[src/rtl/hex_scan_display.sv]
// hex_scan_display: time-multiplexed hexadecimal seven-segment driver.
// Scans DIGITS common-anode digits from one active-low segment bus, with
// per-digit blanking, leading-zero suppression, a dark dead cycle at the start
// of every digit slot and optional frame-synchronous (tear-free) loading.
module hex_scan_display #(
   parameter int DIGITS    = 4,
   parameter int SCAN_DIV  = 50000,
   parameter bit SYNC_LOAD = 1'b1
) (
   input  logic                  clk,
   input  logic                  rst_n,
   input  logic                  load,
   input  logic [4*DIGITS-1:0]   value,
   input  logic [DIGITS-1:0]     blank_mask,
   input  logic                  lz_suppress,
   input  logic                  on,
   output logic [6:0]            seg_out,
   output logic [DIGITS-1:0]     an_out,
   output logic                  frame_start,
   output logic                  pending
);

   localparam int CW = (SCAN_DIV > 1) ? $clog2(SCAN_DIV) : 1;
   localparam int IW = (DIGITS > 1) ? $clog2(DIGITS) : 1;
   localparam logic [CW-1:0] CNT_LAST = CW'(SCAN_DIV - 1);
   localparam logic [IW-1:0] IDX_LAST = IW'(DIGITS - 1);

   // Scan position
   logic [CW-1:0] cnt_q, cnt_d;
   logic [IW-1:0] idx_q, idx_d;
   logic          slot_end;
   logic          wrap;

   // Display shadow and pending buffer
   logic [4*DIGITS-1:0] val_sh_q, val_sh_d;
   logic [DIGITS-1:0]   blank_sh_q, blank_sh_d;
   logic [4*DIGITS-1:0] val_pb_q, val_pb_d;
   logic [DIGITS-1:0]   blank_pb_q, blank_pb_d;
   logic                pend_q, pend_d;

   // Output register
   logic [6:0]        seg_q;
   logic [DIGITS-1:0] an_q;
   logic              frame_start_q;

   // Per-digit decode helpers
   logic [3:0]        digit     [DIGITS];
   logic [DIGITS-1:0] zero_from;   // digits DIGITS-1 down to i are all zero
   logic [DIGITS-1:0] dark;
   logic [DIGITS-1:0] an_sel;

   assign slot_end = (cnt_q == CNT_LAST);
   assign wrap     = slot_end && (idx_q == IDX_LAST);

   // Active-low gfedcba pattern for one hex nibble
   function automatic logic [6:0] seg7(input logic [3:0] h);
      case (h)
         4'h0:    seg7 = 7'b1000000;
         4'h1:    seg7 = 7'b1111001;
         4'h2:    seg7 = 7'b0100100;
         4'h3:    seg7 = 7'b0110000;
         4'h4:    seg7 = 7'b0011001;
         4'h5:    seg7 = 7'b0010010;
         4'h6:    seg7 = 7'b0000010;
         4'h7:    seg7 = 7'b1111000;
         4'h8:    seg7 = 7'b0000000;
         4'h9:    seg7 = 7'b0010000;
         4'hA:    seg7 = 7'b0001000;
         4'hB:    seg7 = 7'b0000011;
         4'hC:    seg7 = 7'b1000110;
         4'hD:    seg7 = 7'b0100001;
         4'hE:    seg7 = 7'b0000110;
         default: seg7 = 7'b0001110;
      endcase
   endfunction

   // Prescaler and digit index advance
   always_comb begin
      cnt_d = slot_end ? '0 : cnt_q + 1'b1;
      idx_d = idx_q;
      if (slot_end) begin
         idx_d = (idx_q == IDX_LAST) ? '0 : idx_q + 1'b1;
      end
   end

   // Load path: direct shadow write, or buffered until the frame wrap.
   // A load on the wrap edge itself goes straight to the shadow and drops
   // whatever was pending.
   always_comb begin
      val_sh_d   = val_sh_q;
      blank_sh_d = blank_sh_q;
      val_pb_d   = val_pb_q;
      blank_pb_d = blank_pb_q;
      pend_d     = pend_q;
      if (!SYNC_LOAD) begin
         if (load) begin
            val_sh_d   = value;
            blank_sh_d = blank_mask;
         end
      end else if (load && wrap) begin
         val_sh_d   = value;
         blank_sh_d = blank_mask;
         pend_d     = 1'b0;
      end else if (load) begin
         val_pb_d   = value;
         blank_pb_d = blank_mask;
         pend_d     = 1'b1;
      end else if (wrap && pend_q) begin
         val_sh_d   = val_pb_q;
         blank_sh_d = blank_pb_q;
         pend_d     = 1'b0;
      end
   end

   // Per-digit value, zero-run, dark flag and anode select
   for (genvar gi = 0; gi < DIGITS; gi++) begin : g_digit
      assign digit[gi] = val_sh_q[4*gi +: 4];
      if (gi == DIGITS - 1) begin : g_top
         assign zero_from[gi] = (digit[gi] == 4'h0);
      end else begin : g_lower
         assign zero_from[gi] = zero_from[gi+1] && (digit[gi] == 4'h0);
      end
      if (gi == 0) begin : g_lsd
         // The rightmost digit always shows, so a zero value reads "0".
         assign dark[gi] = blank_sh_q[gi];
      end else begin : g_upper
         assign dark[gi] = blank_sh_q[gi] || (lz_suppress && zero_from[gi]);
      end
      assign an_sel[gi] = (idx_q != IW'(gi));
   end

   // Scan and load state registers
   always_ff @(posedge clk or negedge rst_n) begin
      if (!rst_n) begin
         cnt_q      <= '0;
         idx_q      <= '0;
         val_sh_q   <= '0;
         blank_sh_q <= '0;
         val_pb_q   <= '0;
         blank_pb_q <= '0;
         pend_q     <= 1'b0;
      end else begin
         cnt_q      <= cnt_d;
         idx_q      <= idx_d;
         val_sh_q   <= val_sh_d;
         blank_sh_q <= blank_sh_d;
         val_pb_q   <= val_pb_d;
         blank_pb_q <= blank_pb_d;
         pend_q     <= pend_d;
      end
   end

   // Output register: first cycle of each slot is dead to avoid ghosting
   always_ff @(posedge clk or negedge rst_n) begin
      if (!rst_n) begin
         seg_q         <= 7'h7F;
         an_q          <= '1;
         frame_start_q <= 1'b0;
      end else begin
         frame_start_q <= wrap;
         if (!on || (cnt_q == '0)) begin
            seg_q <= 7'h7F;
            an_q  <= '1;
         end else begin
            an_q  <= an_sel;
            seg_q <= dark[idx_q] ? 7'h7F : seg7(digit[idx_q]);
         end
      end
   end

   assign seg_out     = seg_q;
   assign an_out      = an_q;
   assign frame_start = frame_start_q;
   assign pending     = pend_q;

endmodule

[config.mk]
export PLATFORM = sky130hd
export DESIGN_NAME = hex_scan_display
export DESIGN_NICKNAME = d
export VERILOG_FILES = /design/src/rtl/hex_scan_display.sv
export SDC_FILE = /design/constraint.sdc
export NUM_CORES = 1
export LEC_CHECK = 0
export CAP_MARGIN = 5
export CORE_MARGIN = 10
export CORE_UTILIZATION = 61
export CTS_CLUSTER_DIAMETER = 120
export DETAILED_ROUTE_END_ITERATION = 16
export PLACE_DENSITY_LB_ADDON = 0.2
export RECOVER_POWER = 25
export SLEW_MARGIN = 10
export SYNTH_ARGS = -nofsm -noshare
export SYNTH_HDL_FRONTEND = slang
export SYNTH_SLANG_ARGS = --single-unit
[constraint.sdc]
create_clock -name clk -period 3.66 [get_ports clk]
set_input_delay 0.366 -clock clk [delete_from_list [all_inputs] [get_ports clk]]
set_output_delay 0.366 -clock clk [all_outputs]
set_load 0.01 [all_outputs]
Yosys cells after proc, flatten, opt, wreduce, memory -nomap -nowiden
Memories as Yosys holds them, arrays and structs flattened.
Index checks and enable logic that the tools add are counted.
{"block": "totals", "rom_bits": 112, "inputBits": 25, "ff_bits": 71, "memories": 1, "output_inout_bits": 13, "elab_cells": 64}
{"memory": "(name not given)", "words": 16, "word_bits": 7, "read_ports": 1, "rd_ports_with_merged_regs": 0, "write_ports": 0, "line": "57", "source": "case (h)"}
{"block": "op_classes", "reduce_logical": 22, "bitwise": 2, "addsub": 2, "n_mux": 19, "n_eq_ne": 6, "magnitude_cmp": 2}
{"operator": "16-bit two-way mux", "n": 4}
{"operator": "4-bit two-way mux", "n": 6}
{"operator": "16-bit by 1-bit adder with 16-bit output (second input constant)", "n": 1}
{"operator": "16-bit equality test (second input constant)", "n": 1}
{"operator": "16-bit logical NOT", "n": 1}
{"operator": "7-bit two-way mux", "n": 2}
{"operator": "4-bit logical NOT", "n": 3}
{"operator": "4-bit binary-select mux with 2-bit select", "n": 1}
{"operator": "1-bit logical AND", "n": 8}
{"operator": "1-bit logical OR", "n": 4}
{"operator": "1-bit two-way mux", "n": 4}
{"operator": "2-bit by 1-bit inequality test with 1-bit output (second input constant)", "n": 2}
{"operator": "2-bit inequality test (second input constant)", "n": 2}
{"operator": "2-bit AND reduction", "n": 2}
{"operator": "2-bit nonzero test", "n": 2}
{"operator": "3-bit >= comparator (second input constant)", "n": 1}
{"operator": "2-bit by 3-bit < comparator with 1-bit output (second input constant)", "n": 1}
{"operator": "2-bit inverter with 3-bit output", "n": 1}
{"operator": "3-bit nonzero test", "n": 1}
{"operator": "2-bit by 1-bit adder with 2-bit output (second input constant)", "n": 1}
{"operator": "1-bit binary-select mux with 2-bit select", "n": 1}
{"operator": "2-bit equality test (second input constant)", "n": 1}
{"operator": "2-bit two-way mux", "n": 1}
{"operator": "1-bit logical NOT", "n": 1}
{"operator": "1-bit inverter", "n": 1}

Logic depth before layout (Yosys ltp)
{"block": "depth", "depth_word": 9, "ltp_mapped": 8, "mapped_depth_nobuf": 7}

Worst setup path before layout
Ideal clock, no wire load.
{"block": "synth_path", "path_kind": "reg-to-reg", "startpoint": "reg idx_q[0]", "endpoint": "reg seg_q[3], in the netlist seg_out[3]", "setup_ps": 114, "period_less_slack_ps": 2106, "stages_incl_launch_ff": 9, "t_required_ps": 3546, "path_slack_ps": 1554, "arrival_ps": 1992, "n_path_buf": 1, "path_cell_list": "dfrtp_1 buf_2 mux4_2 inv_1 ha_1 inv_1 mux4_2 inv_1 nand3_1"}
{"block": "synth_via", "elab_chain_cells": 7, "elab_cells_between_ends": 9, "cone_classes": "7 x mux; 1 x bitwise; 1 x memory"}
{"element": "start: declaration", "line": "30", "source": "logic [IW-1:0] idx_q, idx_d;"}
{"element": "start signal: assignment", "line": "144", "source": "idx_q <= idx_d;"}
{"element": "2-bit inverter with 3-bit output (not written as such)", "line": "166", "source": "seg_q <= dark[idx_q] ? 7'h7F : seg7(digit[idx_q]);"}
{"element": "4-bit binary-select mux with 2-bit select", "line": "166"}
{"element": "4-bit two-way mux (not written as such) (2 in series)", "line": "166"}
{"element": "memory read 16 x 7 bit"}
{"element": "7-bit two-way mux (*)", "line": "166"}
{"element": "7-bit two-way mux (*)", "line": "161", "source": "if (!on || (cnt_q == '0)) begin"}
{"element": "end signal: assignment", "line": "166"}
{"element": "end: declaration", "line": "42", "source": "logic [6:0] seg_q;"}
Mark *: on every way between the ends. The rest lies on a longest branch, timed or not. The select of a mux whose other input is x is not followed.
A chain may end at the register's enable or synchronous reset.

Worst setup path after layout
{"block": "layout_path", "startpoint": "reg cnt_q[12]", "endpoint": "reg val_sh_q[5]"}
{"block": "layout_via", "elab_chain_cells": 5, "elab_cells_between_ends": 8, "cone_classes": "2 x eq/ne; 1 x mux; 5 x reduce/logical"}
{"element": "start: declaration", "line": "29", "source": "logic [CW-1:0] cnt_q, cnt_d;"}
{"element": "start signal: assignment", "line": "143", "source": "cnt_q <= cnt_d;"}
{"element": "16-bit equality test (*)", "line": "52", "source": "assign slot_end = (cnt_q == CNT_LAST);"}
{"element": "1-bit logical AND (*)", "line": "53", "source": "assign wrap = slot_end && (idx_q == IDX_LAST);"}
{"element": "1-bit logical AND, on equally long branches", "line": "100, 108"}
{"element": "2-bit by 1-bit inequality test with 1-bit output (no line) / 2-bit nonzero test (equally long branches)"}
{"element": "2-bit AND reduction (no line)"}
{"element": "end signal: assignment", "line": "145", "source": "val_sh_q <= val_sh_d;"}
{"element": "end: declaration", "line": "35", "source": "logic [4*DIGITS-1:0] val_sh_q, val_sh_d;"}
Mark *: on every way between the ends. The rest lies on a longest branch, timed or not.

==> results_dict.tcl <==
set metrics [dict create \
    outcome "finished with violations" \
    violations "capacitance limit, slew limit" \
    setup_tns_ns 0 \
    finalMaxSlewViolations 31 \
    power.total_mw 1.58 \
    ys.warnings.count 0 \
    p_per_area_nw_per_um2 376 \
    period_minus_slack_ns 2.44 \
    finalWeightedCongestion 0.908 \
    tritoncts "yes" \
    io_buffer_count 37 \
    die_x_um 97.3 \
    worst_slew_pin_slew_ns 1.58 \
    max-clock-path-buffers 2 \
    drt_drc_violations_left 0 \
    crit_required_ns 3.83 \
    hold_buffers 0 \
    place_hpwl_um 5070 \
    wirelength_um 7290 \
    synth.top_cells.by_area "sky130_fd_sc_hd__dfrtp_1, sky130_fd_sc_hd__mux2_4, sky130_fd_sc_hd__dfstp_2" \
    initial_antenna_violation_count 0 \
    final-hold-violation-count 0 \
    num-nets-final 399 \
    io_pins 38 \
    postSynthRegisterBits 71 \
    clkTransAtPathRegs_ns 0.07 \
    h-tree-depth 3 \
    holdCritPathClass "in2async" \
    timing.critical_path.from_type "flop" \
    post_synth_instance_area_sq_um 3650 \
    coreArea_sq_um 5850 \
    layout-area-overhead-vs-synth_pct 15.7 \
    grt_pass1_vias 2516 \
    fillCellCount 424 \
    post_cts_resized 0 \
    fmax_mhz 410 \
    drive_gt1_share_pct 16.1 \
    floorplan.die_area_sq_um 9470 \
    max_capacitance_violation_total 1 \
    clock_insertion_delay_worst_skew_ns 0.33 \
    avgViaCountPerCell 5.71 \
    final_cell_count_no_fill 442 \
    globalRoute.totalOverflow 0 \
    timing.clock.skew_ns 0.00604 \
    drtPass1Iterations 4 \
    synth_common_cells "sky130_fd_sc_hd__dfrtp_1, sky130_fd_sc_hd__inv_1, sky130_fd_sc_hd__nand3_1" \
    rsz0062_at_grt "no" \
    post_synth_inst_count 329 \
    critical_path.endpoint_type "flop" \
    die_height_um 97.3 \
    setup_violations 0 \
    grt.total_usage_pct 15.7 \
    vias 2526 \
    maxSlewHeadroom_pct -5.52 \
    worst_ep_arrival_time_ns 2.61 \
    tritoncts.num_buffers 9 \
    crit_fanout 21 \
    synth-async-reset-ratio_pct 100 \
    antenna_violating_nets_post_route 0 \
    critical_path_class "reg2reg" \
    detail_route.wl_per_cell_um 16.5 \
    peakVddDrop_uv 244 \
    synth_top_flop_cell "sky130_fd_sc_hd__dfrtp_1" \
    syn_nets 366 \
    grt_pass1_wl_um 12600 \
    post-synth-top-area-fraction_pct 41.2 \
    cell_type_contributing_the_most_total_cell_area_after_synthesis "sky130_fd_sc_hd__dfrtp_1" \
    postCtsSetupBuffers 0 \
    diodes 0 \
    detailedRoute.firstIterationViolations 129 \
    floorplan.initialDensity_pct 62.3 \
    post_synth_num_cell_types 42 \
    ys_seq_area_share_pct 49.1 \
    cell_leakage_power_nw 1.86 \
    cts_root_buf "sky130_fd_sc_hd__clkbuf_8" \
    yosys.cell_count.top_type "sky130_fd_sc_hd__dfrtp_1" \
    sink_count_of_the_clock_tree 71 \
    pin_count_of_the_biggest_net_entering_global_routing 43 \
    rows 28 \
    syn_area_per_cell_sq_um 11.1 \
    place.detailed.instances 426 \
    synth_edf_count 0 \
    finalCritPeriodShare_pct 66.7 \
]
## per-layer routing
layer	track usage [%]	up-vias	wire, um	share of wire, %
met2	24.1	61	3460	47
met5	0	-	0	0
li1	-	1227	-	-
met3	3.27	5	376	5.2
met4	6.04	0	60	0.82
met1	21.3	1233	3390	47
## final cells by class
| type | instances | area (sq um) | share of cell area, % |
|---|---|---|---|
| repair buffers | 41 | 392 | 9.29 |
| clock inverters | 1 | 5.00 | 0.119 |
| inverters | 34 | 128 | 3.03 |
| multi-input cells | 205 | 1640 | 38.9 |
| well taps | 75 | 93.8 | 2.22 |
| clock buffers | 15 | 166 | 3.95 |
| flip-flops and latches | 71 | 1790 | 42.5 |
## critical path: stages (launching register included)
cell                        delay (ns)
sky130_fd_sc_hd__dfrtp_1          0.43
sky130_fd_sc_hd__or4_4            0.58
sky130_fd_sc_hd__nor4_4           0.40
sky130_fd_sc_hd__and3_1           0.69
sky130_fd_sc_hd__a2bb2oi_1        0.18
## final timing paths
| path | cells past startpoint | slack, ns | startpoint | end |
|---|---|---|---|---|
| max in group asynchronous | 2 | 1.51 | rst_n | frame_start |
| setup reg to reg | 4 | 1.22 | cnt_q[12] | val_sh_q[5] |
| setup / recovery | 4 | 1.22 | cnt_q[12] | val_sh_q[5] |
| hold / removal | 1 | 0.42 | rst_n | blank_pb_q[1] |
| min in group clk | 1 | 0.51 | cnt_q[7] | cnt_q[7] |
| hold reg to reg | 1 | 0.51 | cnt_q[7] | cnt_q[7] |
## sequential cells by signal (all words and copies together) (netlist names)
name	count
blank_pb_q	4
val_sh_q	16
val_pb_q	16
cnt_q	16
idx_q	2
an_out	4
pending	1
frame_start	1
seg_out	7
blank_sh_q	4
## stage by stage
step / hold WS, ns / utilization [%] / instance area, sq um / worst slack [ns]
after detailed placement: 0.438 / 69.2 / 4050 / 1.20
final: 0.424 / 72.1 / 4220 / 1.22
after global placement: 0.433 / 69.2 / 4050 / 1.30
after floorplan: 0.0704 / - / 3650 / 1.55
after CTS: 0.0684 / 72.2 / 4220 / 1.20
after global routing: 0.521 / 72.1 / 4220 / 0.983
## logic make-up (layout without fill, tap and decap cells)
group                    after synthesis  in the layout  share of synthesized area, %
AND/OR/NAND/NOR                       94             94                          14.4
flip-flops                            71             71                          49.1
AO/OA/AOI/OAI                         57             57                          10.6
buffers and inverters                 53             91                          6.25
multiplexers                          29             29                          12.4
XOR/XNOR                              13             13                          3.12
adder cells (fa/ha/maj)               12             12                          4.12
## layout by cell type, fill, tap and decap left out, drive strengths merged, types with 3 or more instances in the layout
cell type	instances
a2bb2oi	20
xor2	5
nor2	14
nand3b	3
nand3	33
nor4	8
dfrtp	60
buf	3
mux4	5
clkbuf	17
or4	4
clkdlybuf4s50	36
nor3	4
xnor2	8
ha	12
mux2	20
inv	34
dfstp	11
o21ai	26
mux2i	4
nand2	10
nand4	6
or3	3
## report_power, final
part | switching [mW] | total (mW) | internal [mW]
registers | 0.0228 | 0.850 | 0.827
logic | 0.0816 | 0.183 | 0.101
clock network | 0.268 | 0.552 | 0.284
Power figures use the tool's default switching activity.
